===== src/rtl/imem_pkg.sv =====
// Shared constants and encodings for the program-memory arbiter slice.
package imem_pkg;

   localparam int unsigned AW_DEF = 8;
   localparam int unsigned DW_DEF = 16;

   typedef enum logic {
      IDLE = 1'b0,
      ACC  = 1'b1
   } state_e;

   typedef enum logic {
      GNT_CPU = 1'b0,
      GNT_DBG = 1'b1
   } grant_e;

endpackage


===== src/rtl/imem_starve_ctr.sv =====
// Saturating count of CPU grants taken while debug waits; flags when debug must win.
module imem_starve_ctr #(
   parameter int unsigned MAX = 4
) (
   input  logic clk,
   input  logic rst_n,
   input  logic inc_i,
   input  logic clr_i,
   output logic force_dbg_o
);

   localparam logic [3:0] MAX_C = 4'(MAX);

   logic [3:0] cnt_q, cnt_d;

   always_comb begin
      cnt_d = cnt_q;
      if (clr_i)
         cnt_d = '0;
      else if (inc_i && cnt_q != MAX_C)
         cnt_d = cnt_q + 4'd1;
   end

   always_ff @(posedge clk or negedge rst_n) begin
      if (!rst_n)
         cnt_q <= '0;
      else
         cnt_q <= cnt_d;
   end

   assign force_dbg_o = (cnt_q == MAX_C);

endmodule


===== src/rtl/imem_arbiter.sv =====
// Two-port (CPU fetch / debug read) arbiter in front of a combinational program ROM.
// Optional IMEM_STALL_CNT_EN adds the cpu_stall_cnt output.
module imem_arbiter
   import imem_pkg::*;
#(
   parameter int unsigned AW             = AW_DEF,
   parameter int unsigned DW             = DW_DEF,
   parameter int unsigned DBG_STARVE_MAX = 4
) (
   input  logic          clk,
   input  logic          rst_n,
   input  logic          cpu_req,
   input  logic [AW-1:0] cpu_addr,
   output logic          cpu_ack,
   output logic [DW-1:0] cpu_data,
   input  logic          dbg_req,
   input  logic [AW-1:0] dbg_addr,
   output logic          dbg_ack,
   output logic [DW-1:0] dbg_data,
   output logic [AW-1:0] mem_addr,
   input  logic [DW-1:0] mem_data
`ifdef IMEM_STALL_CNT_EN
   ,
   output logic [15:0]   cpu_stall_cnt
`endif
);

   state_e        state_q;
   grant_e        grant_q;
   logic [AW-1:0] mem_addr_q;
   logic          cpu_ack_q, dbg_ack_q;
   logic [DW-1:0] cpu_data_q, dbg_data_q;

   logic   grant_edge;
   logic   force_dbg;
   grant_e winner;

   assign grant_edge = (state_q == IDLE) && (cpu_req || dbg_req);
   assign winner     = (cpu_req && !(dbg_req && force_dbg)) ? GNT_CPU : GNT_DBG;

   // Starvation count only moves at grant edges; a debug win or an absent debug request resets it.
   imem_starve_ctr #(.MAX(DBG_STARVE_MAX)) u_starve (
      .clk         (clk),
      .rst_n       (rst_n),
      .inc_i       (grant_edge && winner == GNT_CPU && dbg_req),
      .clr_i       (grant_edge && (winner == GNT_DBG || !dbg_req)),
      .force_dbg_o (force_dbg)
   );

   always_ff @(posedge clk or negedge rst_n) begin
      if (!rst_n) begin
         state_q    <= IDLE;
         grant_q    <= GNT_CPU;
         mem_addr_q <= '0;
         cpu_ack_q  <= 1'b0;
         dbg_ack_q  <= 1'b0;
         cpu_data_q <= '0;
         dbg_data_q <= '0;
      end else begin
         cpu_ack_q <= 1'b0;
         dbg_ack_q <= 1'b0;
         case (state_q)
            IDLE: begin
               if (grant_edge) begin
                  grant_q    <= winner;
                  mem_addr_q <= (winner == GNT_CPU) ? cpu_addr : dbg_addr;
                  state_q    <= ACC;
               end
            end
            ACC: begin
               if (grant_q == GNT_CPU) begin
                  cpu_data_q <= mem_data;
                  cpu_ack_q  <= 1'b1;
               end else begin
                  dbg_data_q <= mem_data;
                  dbg_ack_q  <= 1'b1;
               end
               state_q <= IDLE;
            end
            default: state_q <= IDLE;
         endcase
      end
   end

   assign mem_addr = mem_addr_q;
   assign cpu_ack  = cpu_ack_q;
   assign dbg_ack  = dbg_ack_q;
   assign cpu_data = cpu_data_q;
   assign dbg_data = dbg_data_q;

`ifdef IMEM_STALL_CNT_EN
   logic [15:0] stall_q;

   always_ff @(posedge clk or negedge rst_n) begin
      if (!rst_n)
         stall_q <= '0;
      else if (cpu_req && !cpu_ack_q && stall_q != 16'hFFFF)
         stall_q <= stall_q + 16'd1;
   end

   assign cpu_stall_cnt = stall_q;
`endif

endmodule


===== config.mk =====
export PLATFORM = sky130hd
export DESIGN_NAME = imem_arbiter
export DESIGN_NICKNAME = d
export VERILOG_FILES = /design/src/rtl/imem_pkg.sv /design/src/rtl/imem_starve_ctr.sv /design/src/rtl/imem_arbiter.sv
export SDC_FILE = /design/constraint.sdc
export NUM_CORES = 1
export LEC_CHECK = 0
export BUFFER_PORTS_ARGS = -buffer_cell sky130_fd_sc_hd__buf_2
export CORE_MARGIN = 3
export CORE_UTILIZATION = 52
export DETAILED_ROUTE_END_ITERATION = 10
export PLACE_DENSITY = 0.92
export SLEW_MARGIN = 20
export SYNTH_ARGS = -nofsm -noshare
export SYNTH_HDL_FRONTEND = slang
export SYNTH_SLANG_ARGS = --single-unit
export TNS_END_PERCENT = 50

===== constraint.sdc =====
create_clock -name clk -period 2.9 [get_ports clk]
set_input_delay 0 -clock clk [delete_from_list [all_inputs] [get_ports clk]]
set_output_delay 0 -clock clk [all_outputs]
set_load 0.02 [all_outputs]

==> metrics.txt <==
Hold Path Depth=3; Final nets=296; CTS clk-pin slew, worst paths=0.09 ns; arrival time at the worst endpoint=2.33 ns; worst IR drop on VDD=0.410 mV; DIE WIDTH=68.1 um; Required @ worst endpoint=3.09 ns; fin. max-slew vios=0; Unique masters post-synth=22; r2r startpoint=u_starve.cnt_q[0]$_DFFE_PN0P_; skew final=0.00182 ns; mux cell area share after synthesis=0.185; Die Y=68.1 um; vias in the first global route=1573; total grt overflow=0; initial antenna violation count=0; largest area contributor in the netlist=dfrtp_1; Worst Path Max Fanout=10; Synth Area in Adders=0.0125; CTS sink count=48; crit path max-delay cell type=dlygate4sd3_1; DRT Pass-1 Iters=4; Synth Area in XOR/XNOR=0; # diodes=0; Hold Path Sink=mem_addr[1]$_DFFE_PN0P_; Synth Area per Inst=13.5 um^2; post-CTS sizing=0; yosys warns=0; worst hold path type=input port to register; final wirelength=4.71 mm; Mapped Nets=187; post-route setup TNS=0 ns; total power draw=2120 uW; Syn Inst Count=149; I/O Buffers=77; CP startpoint kind=register; Largest stage delay, worst path=0.58 ns; synth-to-layout area growth=40.3%; layout cell share with drive strength beyond 1=0.378; FF-to-FF setup slack=0.76 ns; Pwr Density=754 mW/mm^2; Synth area leaders=dfrtp_1 60%, mux2_1 18%, o211ai_2 5.0%; remaining antenna violation count=0; Synth Cell Area=0.00201 mm^2; All-Layer GR Usage=0.221; worst reg2reg path endpoint=mem_addr[5]$_DFFE_PN0P_; RSZ-0062 raised after global routing=false; vias=1581; Hold Buf Count CTS=32; CP Capture Type=register; I/O Pins=78; H-tree depth=2; Compound-Gate Fraction of Synth Area=0.0711; CTS Buffer Depth=2; #FFs+latches synth=48; Final min period=2.14 ns; CTS buffer count=5; clock root buffer master=clkbuf_8; Setup Viol. Count Final=0; first-pass GRT wire length=7.37 mm; post-CTS setup buffers=0; simple-gate portion of the synthesized area=0.100; Setup Crit Path Kind=register to register; vias per cell=5.18; FP Rows=21; R2R depth=6; Crit path depth=6; sequential area share after synthesis=0.599; Fmax=467 MHz; Slew HR=0.598; Final Wtd Congestion=0.743; DPL Wire Length=2.99 mm; outcome=finished clean; largest net degree at the start of global routing=49; final count of hold timing violations=0; Synth top area share=0.599; initial core utilization=0.570; CTS tree=built; period utilisation layout=0.738; worst-margin pin slew=0.602 ns; total die area=0.00464 mm^2; worst-path cell chain=inv_1, ha_1, nand4b_4, and2_1, o211ai_2, dlygate4sd3_1; 1st-iter DRT viols=70; largest family of logic cells by synthesized area=multiplexers; utilization after layout=0.800; Lkg Pwr=0.00138 uW; Clk Latency, worst-skew pair=0.30 ns; max cap viols=0; Crit path max-delay family=buffers and inverters; HP Start=cpu_addr[1]; Routed WL per cell=15.4 um; Buf+Inv Stages, Crit Path=2; core area=0.00352 mm^2; DR DRC count=0
synthesized netlist by cell type:
library cell,count
nand2_2,1
nand4_1,8
mux2i_1,1
clkbuf_1,1
o211ai_2,8
nand2_1,22
nand3_1,2
ha_1,2
inv_1,3
o22ai_1,1
a21oi_1,1
mux2_1,32
o21ai_1,4
o21bai_2,1
nor2_1,1
and2_1,1
dfrtp_1,48
buf_2,5
nand4b_4,1
inv_2,1
nor2b_1,3
buf_6,2
layer usage:
layer / GRT usage / routed length [um]
met2: 0.385 / 2350
met5: 0 / 0
met1: 0.247 / 1880
met4: 0.0943 / 115
met3: 0.0706 / 358
logic make-up after synthesis:
family                     count (synthesis)
adders and majority gates                  2
AOI/OAI and AO/OA                         15
DFF                                       48
muxes                                     33
buffers and inverters                     12
and+or+nand+nor                           39
per-stage QoR:
stage | hold WS [ns] | worst slack, ns | instances | cell area [um^2]
after floorplan | -0.296 | 1.56 | 149 | 2010
after global placement | 0.216 | 1.37 | 265 | 2410
after detailed placement | 0.228 | 1.34 | 265 | 2410
after CTS | 0.00334 | 0.783 | 305 | 2810
after global routing | 0.0519 | 0.632 | 305 | 2820
final | 0.0223 | 0.759 | 305 | 2820
power by group:
group          total (uW)  switching [uW]  internal, uW
combinational         775             461           313
clock                 390             222           168
sequential            958            98.9           860
cell usage in the layout, fill, tap and decap left out:
| cell | netlist | routed |
|---|---|---|
| a21oi_1 | 1 | 1 |
| and2_1 | 1 | 1 |
| buf_2 | 5 | 76 |
| buf_4 | 0 | 2 |
| clkbuf_8 | 0 | 5 |
| clkinv_2 | 0 | 2 |
| clkinv_4 | 0 | 1 |
| dfrtp_1 | 48 | 48 |
| dlygate4sd3_1 | 0 | 32 |
| ha_1 | 2 | 2 |
| inv_1 | 3 | 3 |
| inv_2 | 1 | 1 |
| mux2_1 | 32 | 32 |
| mux2i_1 | 1 | 1 |
| nand2_1 | 22 | 22 |
| nand2_2 | 1 | 1 |
| nand3_1 | 2 | 2 |
| nand4_1 | 8 | 8 |
| nand4b_4 | 1 | 1 |
| nor2_1 | 1 | 1 |
| nor2b_1 | 3 | 3 |
| o211ai_2 | 8 | 8 |
| o21ai_1 | 4 | 4 |
| o21bai_2 | 1 | 1 |
| o22ai_1 | 1 | 1 |
sequential cells by signal, summed over array words and instances (netlist names):
| name | count |
|---|---|
| mem_addr | 8 |
| dbg_data | 16 |
| state_q | 1 |
| cpu_ack | 1 |
| cpu_data | 16 |
| grant_q | 1 |
| u_starve.cnt_q | 4 |
| dbg_ack | 1 |
final cells by class:
| type | count | area (um^2) |
|---|---|---|
| multi-input combinational | 89 | 739 |
| fill | 214 | 704 |
| clock inverter | 3 | 18.8 |
| tap | 46 | 57.6 |
| timing repair buffer | 110 | 716 |
| clock buffer | 5 | 68.8 |
| inverter | 4 | 15.0 |
| sequential | 48 | 1200 |
tightest hold or removal path, delay by kind of cell:
kind,cells,cell delay [ns]
AOI/OAI and AO/OA,1,0.09
and+or+nand+nor,1,0.11
buffers and inverters,1,0.08
worst max path at each step:
stage,startpoint,to
after floorplan,u_starve.cnt_q[0]$_DFFE_PN0P_,mem_addr[0]$_DFFE_PN0P_
after global placement,u_starve.cnt_q[0]$_DFFE_PN0P_,mem_addr[4]$_DFFE_PN0P_
after detailed placement,u_starve.cnt_q[0]$_DFFE_PN0P_,mem_addr[7]$_DFFE_PN0P_
after CTS,u_starve.cnt_q[0]$_DFFE_PN0P_,mem_addr[7]$_DFFE_PN0P_
after global routing,u_starve.cnt_q[0]$_DFFE_PN0P_,mem_addr[2]$_DFFE_PN0P_
final,u_starve.cnt_q[0]$_DFFE_PN0P_,mem_addr[5]$_DFFE_PN0P_
(Power assumes the default switching activity.)
